<file path="config.mk">
export PLATFORM = sky130hd
export DESIGN_NAME = uart_rx_fifo
export DESIGN_NICKNAME = d
export VERILOG_FILES = /design/src/rtl/uart_rx_fifo_pkg.sv /design/src/rtl/uart_rx_fifo_sync_pulse.sv /design/src/rtl/uart_rx_fifo.sv
export SDC_FILE = /design/constraint.sdc
export NUM_CORES = 1
export LEC_CHECK = 0
export CAP_MARGIN = 15
export CORE_MARGIN = 2
export CORE_UTILIZATION = 36
export CTS_BUF_LIST = sky130_fd_sc_hd__clkbuf_2 sky130_fd_sc_hd__clkbuf_4 sky130_fd_sc_hd__clkbuf_8
export DETAILED_ROUTE_END_ITERATION = 10
export SLEW_MARGIN = 5
export SYNTH_ARGS = -nofsm -noshare
export SYNTH_HDL_FRONTEND = slang
export SYNTH_SLANG_ARGS = --single-unit
</file>
<file path="constraint.sdc">
create_clock -name clk -period 4.3 [get_ports clk]
set_input_delay 0.43 -clock clk [delete_from_list [all_inputs] [get_ports clk]]
set_output_delay 0.43 -clock clk [all_outputs]
set_load 0.03 [all_outputs]
</file>
<file path="src/rtl/uart_rx_fifo_pkg.sv">
// Shared definitions for the console receive buffer: byte width and ingress FSM encodings.
package uart_rx_fifo_pkg;

  localparam int unsigned BYTE_W = 8;

  localparam logic [0:0] ST_IDLE  = 1'b0;
  localparam logic [0:0] ST_CLEAR = 1'b1;

  localparam logic [BYTE_W-1:0] EMPTY_BYTE = 8'h00;

endpackage

</file>
<file path="src/rtl/uart_rx_fifo_sync_pulse.sv">
// Multi-flop synchronizer for an asynchronous strobe followed by a rising-edge detector.
// The one-cycle pulse is combinational off the last stage so the consumer acts on the next edge.
module uart_rx_fifo_sync_pulse #(
  parameter int unsigned SYNC_STAGES = 2
) (
  input  logic clk,
  input  logic reset_n,
  input  logic i_async,
  output logic o_pulse_c
);

  logic [SYNC_STAGES-1:0] sync_q, sync_d;
  logic                   prev_q, prev_d;

  always_comb begin
    sync_d = {sync_q[SYNC_STAGES-2:0], i_async};
    prev_d = sync_q[SYNC_STAGES-1];
  end

  always_ff @(posedge clk) begin
    if (!reset_n) begin
      sync_q <= '0;
      prev_q <= 1'b0;
    end else begin
      sync_q <= sync_d;
      prev_q <= prev_d;
    end
  end

  assign o_pulse_c = sync_q[SYNC_STAGES-1] & ~prev_q;

endmodule

</file>
<file path="src/rtl/uart_rx_fifo.sv">
// Receive FIFO between uart_rx and the RCSR/RBUF registers: handshake ingress,
// show-ahead head byte, sticky overrun, pop on a synchronized RBUF-read strobe.
module uart_rx_fifo
  import uart_rx_fifo_pkg::*;
#(
  parameter int unsigned DEPTH_LOG2  = 4,
  parameter int unsigned SYNC_STAGES = 2
) (
  input  logic                  clk,
  input  logic                  reset_n,
  input  logic [BYTE_W-1:0]     i_rx_data,
  input  logic                  i_rx_ready,
  output logic                  o_rx_clear,
  input  logic                  i_pop_async,
  output logic [BYTE_W-1:0]     o_data,
  output logic                  o_ready,
  output logic                  o_overrun,
  output logic [DEPTH_LOG2:0]   o_count
);

  localparam int unsigned DEPTH = 1 << DEPTH_LOG2;
  localparam int unsigned PTR_W = DEPTH_LOG2;
  localparam int unsigned CNT_W = DEPTH_LOG2 + 1;

  logic [0:0]        state_q, state_d;
  logic              rx_clear_q, rx_clear_d;
  logic [PTR_W-1:0]  wr_ptr_q, wr_ptr_d;
  logic [PTR_W-1:0]  rd_ptr_q, rd_ptr_d;
  logic [CNT_W-1:0]  count_q, count_d;
  logic              overrun_q, overrun_d;
  logic              ready_q, ready_d;
  logic [BYTE_W-1:0] data_q, data_d;
  logic [BYTE_W-1:0] mem_q [DEPTH];
  logic [BYTE_W-1:0] mem_d [DEPTH];

  logic push_req_c;
  logic pop_pulse_c;
  logic pop_eff_c;
  logic full_c;
  logic accept_c;
  logic drop_c;

  uart_rx_fifo_sync_pulse #(
    .SYNC_STAGES (SYNC_STAGES)
  ) u_pop_sync (
    .clk       (clk),
    .reset_n   (reset_n),
    .i_async   (i_pop_async),
    .o_pulse_c (pop_pulse_c)
  );

  // Ingress handshake: one push per rx_data_ready assertion, then hold clear until it drops.
  always_comb begin
    state_d    = state_q;
    push_req_c = 1'b0;
    case (state_q)
      ST_IDLE: begin
        if (i_rx_ready) begin
          push_req_c = 1'b1;
          state_d    = ST_CLEAR;
        end
      end
      ST_CLEAR: begin
        if (!i_rx_ready) state_d = ST_IDLE;
      end
      default: state_d = ST_IDLE;
    endcase
    rx_clear_d = (state_d == ST_CLEAR);
  end

  // Pop is applied before push, so a full FIFO popping in the same cycle still accepts the byte.
  always_comb begin
    mem_d     = mem_q;
    wr_ptr_d  = wr_ptr_q;
    rd_ptr_d  = rd_ptr_q;
    overrun_d = overrun_q;

    pop_eff_c = pop_pulse_c && (count_q != '0);
    full_c    = (count_q == CNT_W'(DEPTH));
    accept_c  = push_req_c && (!full_c || pop_eff_c);
    drop_c    = push_req_c && full_c && !pop_eff_c;

    if (pop_eff_c) rd_ptr_d = rd_ptr_q + PTR_W'(1);
    if (accept_c) begin
      mem_d[wr_ptr_q] = i_rx_data;
      wr_ptr_d        = wr_ptr_q + PTR_W'(1);
    end
    count_d = count_q + CNT_W'(accept_c) - CNT_W'(pop_eff_c);

    if (drop_c)         overrun_d = 1'b1;
    else if (pop_eff_c) overrun_d = 1'b0;

    ready_d = (count_d != '0);
    data_d  = ready_d ? mem_d[rd_ptr_d] : EMPTY_BYTE;
  end

  always_ff @(posedge clk) begin
    if (!reset_n) begin
      state_q    <= ST_IDLE;
      rx_clear_q <= 1'b0;
      wr_ptr_q   <= '0;
      rd_ptr_q   <= '0;
      count_q    <= '0;
      overrun_q  <= 1'b0;
      ready_q    <= 1'b0;
      data_q     <= EMPTY_BYTE;
    end else begin
      state_q    <= state_d;
      rx_clear_q <= rx_clear_d;
      wr_ptr_q   <= wr_ptr_d;
      rd_ptr_q   <= rd_ptr_d;
      count_q    <= count_d;
      overrun_q  <= overrun_d;
      ready_q    <= ready_d;
      data_q     <= data_d;
    end
  end

  // Storage carries no reset; validity is tracked entirely by the pointers and count.
  always_ff @(posedge clk) begin
    mem_q <= mem_d;
  end

  assign o_rx_clear = rx_clear_q;
  assign o_data     = data_q;
  assign o_ready    = ready_q;
  assign o_overrun  = overrun_q;
  assign o_count    = count_q;

endmodule
</file>
Word level (Yosys, flattened, before mapping)
Cells that the tools add are included.
{ "word_totals": {"ff_bits": 155, "latch_bits": 0, "ram_bits": 0, "mem_bits_ro": 0, "inputBits": 12, "out_inout_bits": 16, "word_cells": 61, "mem_count": 0} }
{ "op_classes": {"add_sub_neg": 4, "n_mul": 0, "n_div": 0, "order_cmp": 3, "eq_ne": 1, "n_shift": 0, "n_mux": 12, "n_bitwise": 4, "n_reduce_logical": 12} }
{ "ops": {"columns": ["op", "n"], "rows": [
  ["$bwmux 128", 1],
  ["$mux 128", 1],
  ["$bmux 8 s4", 1],
  ["$demux 8 s4", 1],
  ["$mux 8", 3],
  ["$ge 5x5->1 const B", 2],
  ["$not 4->5", 2],
  ["$reduce_bool 5->1", 2],
  ["$add 4x1->4 const B", 2],
  ["$add 5x1->5", 1],
  ["$eq 5x5->1 const B", 1],
  ["$logic_and 1x1->1", 5],
  ["$lt 5x1->1 const B", 1],
  ["$sub 5x1->5", 1],
  ["$mux 1", 4],
  ["$mux 4", 1],
  ["$logic_not 1->1", 2],
  ["$reduce_and 2->1", 1],
  ["$reduce_bool 2->1", 1],
  ["$and 1x1->1", 1],
  ["$logic_or 1x1->1", 1],
  ["$not 1->1", 1]
]} }

Logic depth before layout (Yosys ltp)
Gate-level depths: netlist of run 1.
{ "logic_depth": {"ltp_word": 10, "depth_mapped": 19, "ltp_nobuf": 16} }

Modules after synthesis
From an unflattened synthesis of run 1, not the netlist that was laid out.
{ "hier_totals": {"hier_cells": 693, "hier_area_um2": 7163.1} }
{ "modules_own_cells": {"columns": ["module", "instances", "cells_each", "area_each_um2", "seq_area_each_um2"], "rows": [
  ["uart_rx_fifo", 1, 686, 7070.5, 3042.9],
  ["uart_rx_fifo_sync_pulse", 1, 7, 92.6, 60.1]
]} }

Least setup slack after synthesis of run 1
OpenSTA, ideal clock, no wires.
{ "synth_timing": {"path_kind": "register -> register", "start": "reg count_q[2], in the netlist o_count[2]", "end": "reg data_q[0], in the netlist o_data[0]", "setup_time_ns": 0.144, "arrival_ns": 4.033, "required_time_ns": 4.156, "path_slack_ns": 0.123, "stages_incl_launch_ff": 20, "path_buffers": 3, "synth_period_minus_slack_ns": 4.177, "path_cell_list": "dfxtp_1 -> inv_1 -> ha_1 -> nand4bb_1 -> buf_2 -> buf_4 -> nor2_1 -> or2_2 -> clkbuf_1 -> ha_1 -> inv_1 -> ha_1 -> fa_1 -> a21oi_1 -> nor2_1 -> nor2_1 -> xnor2_1 -> or4_1 -> o21ai_1 -> nor3_1"} }
{ "synth_between": {"elab_chain_cells": 8, "elab_cells_between_ends": 16, "cone_classes": "add/sub (2); eq/ne (1); mux (5); bitwise (1); reduce/logical (7)"} }
{ "synth_lines": {"columns": ["item", "line", "text"], "rows": [
  ["start: declaration", "uart_rx_fifo.sv:29", "logic [CNT_W-1:0] count_q, count_d;"],
  ["start signal: assignment", "uart_rx_fifo.sv:112", "count_q <= count_d;"],
  ["$eq 5x5->1 or $reduce_bool 5->1 (tied branches)", "uart_rx_fifo.sv:79, uart_rx_fifo.sv:78", null],
  ["$logic_not 1->1 or $logic_and 1x1->1 (tied branches)", "uart_rx_fifo.sv:80, uart_rx_fifo.sv:78", null],
  ["$logic_or 1x1->1", "uart_rx_fifo.sv:80", "accept_c = push_req_c && (!full_c || pop_eff_c);"],
  ["$logic_and 1x1->1", "uart_rx_fifo.sv:80", null],
  ["$add 5x1->5 or $mux 128 (tied branches)", "uart_rx_fifo.sv:88, uart_rx_fifo.sv:84", null],
  ["$sub 5x1->5 or $bmux 8 s4 (tied branches)", "uart_rx_fifo.sv:88, uart_rx_fifo.sv:94", null],
  ["$reduce_bool 5->1 or $mux 8 (tied branches)", "uart_rx_fifo.sv:93, uart_rx_fifo.sv:94", null],
  ["$reduce_and 2->1 (no line) or $mux 8 (tied branches)", null, null],
  ["end signal: assignment", "uart_rx_fifo.sv:115", "data_q <= data_d;"],
  ["end: declaration", "uart_rx_fifo.sv:32", "logic [BYTE_W-1:0] data_q, data_d;"]
]} }
Parallel ways exist; a longest one is shown, timed or not. The select of a mux whose other input is x is not followed.
A chain may end at the register's enable or synchronous reset.

Worst setup path in the final report of run 1
{ "layout_timing": {"start": "reg count_q[3], in the netlist o_count[3]", "end": "reg data_q[2], in the netlist o_data[2]"} }
The elaborated chain is that of the path after synthesis.

==> metrics.md, run 1 <==
| Metric | Value |
|---|---|
| Status | complete, no violations |
| Post-synth EDFFs | 0 |
| GRT Util Overall | 18.62% |
| Initial antenna violation count | 0 |
| Area grow syn2layout | 13.66% |
| Register clock-pin slew on the reported worst setup and hold paths | 90 ps |
| Clk pwr share | 29.1% |
| Detail Route Antenna Nets | 0 |
| Asr flop ratio synth | 0% |
| Hold crit path type | flop to flop |
| Resized Gates After CTS | 0 |
| Top sig layer | met4 |
| Initial Util | 36.53% |
| Setup Viol. Count Final | 0 |
| PD cells | 514.0 nW/um^2 |
| Root Buffer | clkbuf_8 |
| Worst EP arrival | 3920 ps |
| Unique cell type count in the Yosys netlist | 70 |
| Worst setup EP type | flop |
| Syn Nets | 777 |
| Die Height | 144.1 um |
| Met3 wire length | 703 um |
| Post-Syn Area per Cell | 9.380 sq um |
| Most frequent cells in the layout | 155 x dfxtp_1, 96 x nand2_1, 85 x o21ai_0 |
| Diode count | 0 |
| Flops & latches, synth | 155 |
| Synth area leader | dfxtp_1 |
| Clock Tree Buf Depth | 2 |
| Part of the Yosys area used for sequential elements | 43.93% |
| Ys flop type | dfxtp_1 |
| Pre-antenna DRT Iters | 5 |
| Max-slew violation count | 0 |
| Final core utilization | 41.52% |
| Dpl hpwl | 12500 um |
| Cts bufs inserted | 17 |
| Slew @ Worst Pin | 1066 ps |
| CTS H-Tree Depth | 4 |
| Postcts setup bufs | 0 |
| Most common cell after layout, fill and taps aside | dfxtp_1 |
| Largest net degree at the start of global routing | 29 |
| Yosys Warn Count | 0 |
| Slew HR | 28.62% |
| Num Clock Sinks | 155 |
| Routed wl met2 | 8330 um |
| Fin Setup TNS | 0 ps |
| Period utilization | 83.09% |
| Crit path required time | 4640 ps |
| Rows | 51 |
| Met1 Routed Length | 8917 um |
| Placeable Area | 19330 sq um |
| First-pass GRT wire length | 29260 um |
| Synth top area cells | dfxtp_1 44%, mux2_2 8.3%, o21ai_0 6.0% |
| Number of max-cap violations | 0 |
| Gr ovfl total | 0 |
| Type of the worst setup path | flop to flop |
| CTS tree | done |
| Pwr Total | 4.127 mW |
| GPL Wtd Cong | 0.8393 |
| DR DRC count | 0 |
| FMAX | 279.9 MHz |
| Die width | 144.1 um |
| Switching power | 1.348 mW |
| Worst clock skew | 15.59 ps |
| Via count | 5492 |
| RSZ-0062 raised after global routing | false |
| Initial DRC Count | 428 |
| Switch share | 32.66% |
| Worst-skew pair later-pin latency | 460 ps |
| Logic pwr share | 28.5% |
| Drt via density | 5.235 |
| P_leak | 3.079 nW |
| Synth top area share | 43.93% |
| Post-Synthesis Cell Area | 7063 sq um |
| Final nets | 795 |
| Vias in the first global route | 5367 |
| Routed WL | 18200 um |
| IO Port Bufs | 27 |
| Int Pwr | 2.779 mW |
| Reg power frac | 42.5% |
| CP startpoint kind | flop |
| Hold-fix buffers at CTS | 0 |
| Crit path time final | 3573 ps |
| Share of cells above drive strength 1 | 18.11% |
| DR WL/cell | 17.35 um |
| Post-Synthesis Cells | 753 |
| Worst VDD drop | 0.1950 mV |
| Die Area | 20760 sq um |
| Top Ports | 28 |
| Final hold violation count | 0 |
| Crit-path max FO | 9 |
## final timing paths
check	cells past startpoint	endpoint	slack [ps]	startpoint
worst min register to register	2	mem_q[85]	450	mem_q[85]
worst max register to register	17	o_data[2]	730	o_count[3]
worst max-delay path	17	o_data[2]	730	o_count[3]
worst min-delay path	2	mem_q[85]	450	mem_q[85]
## routing by layer
metal	vias to the layer above	track usage (%)
li1	2749	-
met1	2615	25.55
met2	110	29.72
met3	18	3.146
met4	0	6.295
met5	-	0
## registers in the layout (all words and copies together), names as in the netlist
| signal | flops |
|---|---|
| mem_q | 128 |
| o_data | 8 |
| o_count | 5 |
| rd_ptr_q | 4 |
| wr_ptr_q | 4 |
| u_pop_sync.sync_q | 2 |
| o_overrun | 1 |
| o_ready | 1 |
| o_rx_clear | 1 |
| u_pop_sync.prev_q | 1 |
## logic make-up (layout without fill, tap and decap cells)
group	Yosys count	after routing	share of synthesized area (%)
adders and majority gates	12	12	2.232
AOI/OAI and AO/OA	197	197	19.75
buffers and inverters	73	104	4.429
muxes	72	72	11.41
DFF	155	155	43.93
xor gates and xnor gates	9	9	1.116
and+or+nand+nor	235	235	17.13
## worst max-delay path: stages (launching register included)
cell and delay (ps):
dfxtp_1 380, inv_1 80, ha_1 220, nand4bb_1 130
nor2_1 90, or2_2 370, ha_1 290, inv_1 40
ha_1 200, fa_1 410, a21oi_1 170, nor2_1 50
nor2_1 110, xnor2_1 90, or4_1 400, o21ai_1 140
buf_4 220, nor3_1 70
## cells in the mapped netlist, types with 4 or more instances
library cell and number:
dfxtp_1 155, nand2_1 96, o21ai_0 85, nor2_1 56, mux2_2 52, clkbuf_1 26
inv_1 26, mux2i_1 17, buf_2 16, and2_1 14, a2111oi_0 13, a22oi_1 13
nor4_1 13, a21oi_1 12, ha_1 11, nor3_1 10, o211ai_1 9, a21bo_2 8
nand2b_1 8, a21boi_0 7, a311oi_1 7, a221oi_1 6, nor4b_1 6, o31a_1 6
o211ai_2 5, xor2_1 5, nor3_2 4, xnor2_1 4
## metrics by stage
step / setup WS, ps / instance area, sq um / hold slack, ps / instances
after floorplan: 123.2 / 7063 / 411.9 / 753
after global placement: 596.9 / 7597 / 425.8 / 1017
after detailed placement: 549.0 / 7597 / 436.0 / 1017
after CTS: 715.7 / 8028 / 456.8 / 1049
after global routing: 497.9 / 8028 / 480.0 / 1049
final: 727.2 / 8028 / 454.4 / 1049
## power by group through the flow
stage | logic [mW] | clock network [mW] | registers (mW)
floorplan | 0.768 | 0 | 1.87
global placement | 1.16 | 0 | 1.78
detailed placement | 1.18 | 0 | 1.79
CTS | 1.18 | 1.22 | 1.75
global route | 1.29 | 1.29 | 1.78
finish | 1.17 | 1.20 | 1.75
## cell type report
cell class	instances	area [sq um]
clock buffer	18	247.7
clock inverter	14	182.7
fill	1942	11310
inverter	26	97.59
multi-input combinational	525	3652
sequential	155	3103
tap	265	331.6
timing repair buffer	46	412.9
(Power assumes the default switching activity.)
==> run 2: changes to the inputs <==
- clock period: 4.3 -> 3.25 ns (I/O delays scaled with it)
==> metrics.md, run 2 (synthesis results as in run 1) <==
| Metric | Value |
|---|---|
| Status | complete, no violations |
| Hold crit path type | input port to flop |
| Placeable Area | 19330 sq um |
| Top Ports | 28 |
| Die Height | 144.1 um |
| Cts bufs inserted | 17 |
| Type of the worst setup path | flop to flop |
| DR WL/cell | 18.16 um |
| Crit path required time | 3610 ps |
| CP startpoint kind | flop |
| Pre-antenna DRT Iters | 5 |
| Pwr Total | 5.699 mW |
| Slew HR | 48.37% |
| Routed WL | 19610 um |
| Largest net degree at the start of global routing | 35 |
| First-pass GRT wire length | 31110 um |
| Worst clock skew | 13.35 ps |
| Initial Util | 36.53% |
| Final hold violation count | 0 |
| Die width | 144.1 um |
| Initial DRC Count | 366 |
| Die Area | 20760 sq um |
| Clock Tree Buf Depth | 2 |
| Fin Setup TNS | 0 ps |
| Most common cell after layout, fill and taps aside | dfxtp_1 |
| DR DRC count | 0 |
| Worst VDD drop | 0.4731 mV |
| Initial antenna violation count | 0 |
| Fin cells | 1080 |
| Dpl hpwl | 13200 um |
| Worst EP arrival | 3490 ps |
| Detail Route Antenna Nets | 0 |
| Number of max-cap violations | 0 |
| Worst r2r src | o_count[2] |
| Via count | 5701 |
| Slew @ Worst Pin | 772.2 ps |
| Most flop-heavy register | mem_q |
| Most frequent cells in the layout | 151 x dfxtp_1, 96 x nand2_1, 85 x o21ai_0 |
| Area grow syn2layout | 18.72% |
| Placed Cells incl. Taps | 1047 |
| Drt via density | 5.279 |
| Register clock-pin slew on the reported worst setup and hold paths | 100 ps |
| Crit-path max FO | 4 |
| Crit path time final | 3127 ps |
| FMAX | 319.8 MHz |
| PD cells | 679.7 nW/um^2 |
| Worst-skew pair later-pin latency | 470 ps |
| Period utilization | 96.23% |
| RSZ-0062 raised after global routing | false |
| GPL Wtd Cong | 0.8375 |
| CTS H-Tree Depth | 4 |
| Setup Viol. Count Final | 0 |
| Number of flip-flops in the largest register | 128 |
| Worst setup EP type | flop |
| Final nets | 826 |
| GRT Util Overall | 20.10% |
| Root Buffer | clkbuf_8 |
| Max-slew violation count | 0 |
| Vias in the first global route | 5454 |
| Final WS setup | 122.6 ps |
| Crit. Startpoint | o_count[2] |
| Postcts setup bufs | 0 |
| P_leak | 3.262 nW |
| Pre-CTS setup slack | -155.0 ps |
| Num Clock Sinks | 155 |
| CTS tree | done |
| Final Hold Slack | 433.9 ps |
| IO Port Bufs | 27 |
| Rows | 51 |
| Share of cells above drive strength 1 | 23.19% |
| Gr ovfl total | 0 |
| Diode count | 0 |
| Worst Hold Launch | i_pop_async |
| Hold-fix buffers at CTS | 0 |
run 2: power breakdown:
part	total, mW	switching [mW]	leakage (nW)	internal, mW
clock	1.54	0.824	0.213	0.714
sequential	2.33	0.127	1.27	2.20
combinational	1.83	0.971	1.78	0.860
total	5.70	1.92	3.26	3.78
run 2: cell type report:
class / count / area (sq um)
Tap cell: 265 / 331.6
Clock inverter: 15 / 178.9
Sequential cell: 155 / 3113
Fill cell: 1911 / 10950
Clock buffer: 17 / 234.0
Multi-Input combinational cell: 525 / 3737
Inverter: 26 / 102.6
Timing Repair Buffer: 77 / 688.2
run 2: path summary, 6_finish.rpt:
check	end	slack (ps)	cells after the start
worst max register to register	o_data[2]	120	17
worst max-delay path	o_data[2]	120	17
worst min-delay path	u_pop_sync.sync_q[0]	430	2
worst min register to register	mem_q[86]	460	2
run 2: repair_timing:
action                     4_1_cts  5_1_grt
pin swaps                        0        6
hold endpoints to repair         0        0
gates cloned                     0        1
gates resized for setup          1        0
setup endpoints to repair        1        9
run 2: worst max-delay path: stages, from the launching register on:
cell and delay [ps]:
dfxtp_4 370, inv_4 40, ha_4 170, nand4bb_4 110
nor2_4 40, or2_4 240, ha_4 260, inv_2 30
ha_4 150, fa_2 340, a21oi_2 140, nor2_1 50
nor2_1 100, xnor2_1 100, or4_4 430, o21ai_4 230
clkbuf_16 200, nor3_1 40
run 2: through the flow:
stage / area (sq um) / util [%]
floorplan: 7173 / -
global placement: 7931 / 41.02
detailed placement: 7931 / 41.02
CTS: 8361 / 43.24
global route: 8386 / 43.37
finish: 8386 / 43.37
run 2: layer usage:
layer  track usage, %  wire length (um)  vias to the layer above  share of wire, %
met1            27.26              9146                     2696                47
li1                 -                 -                     2811                 -
met4            7.895               524                        0               2.7
met5                0                 0                        -                 0
met3            4.172              1029                       34               5.2
met2            31.35              8912                      160                45
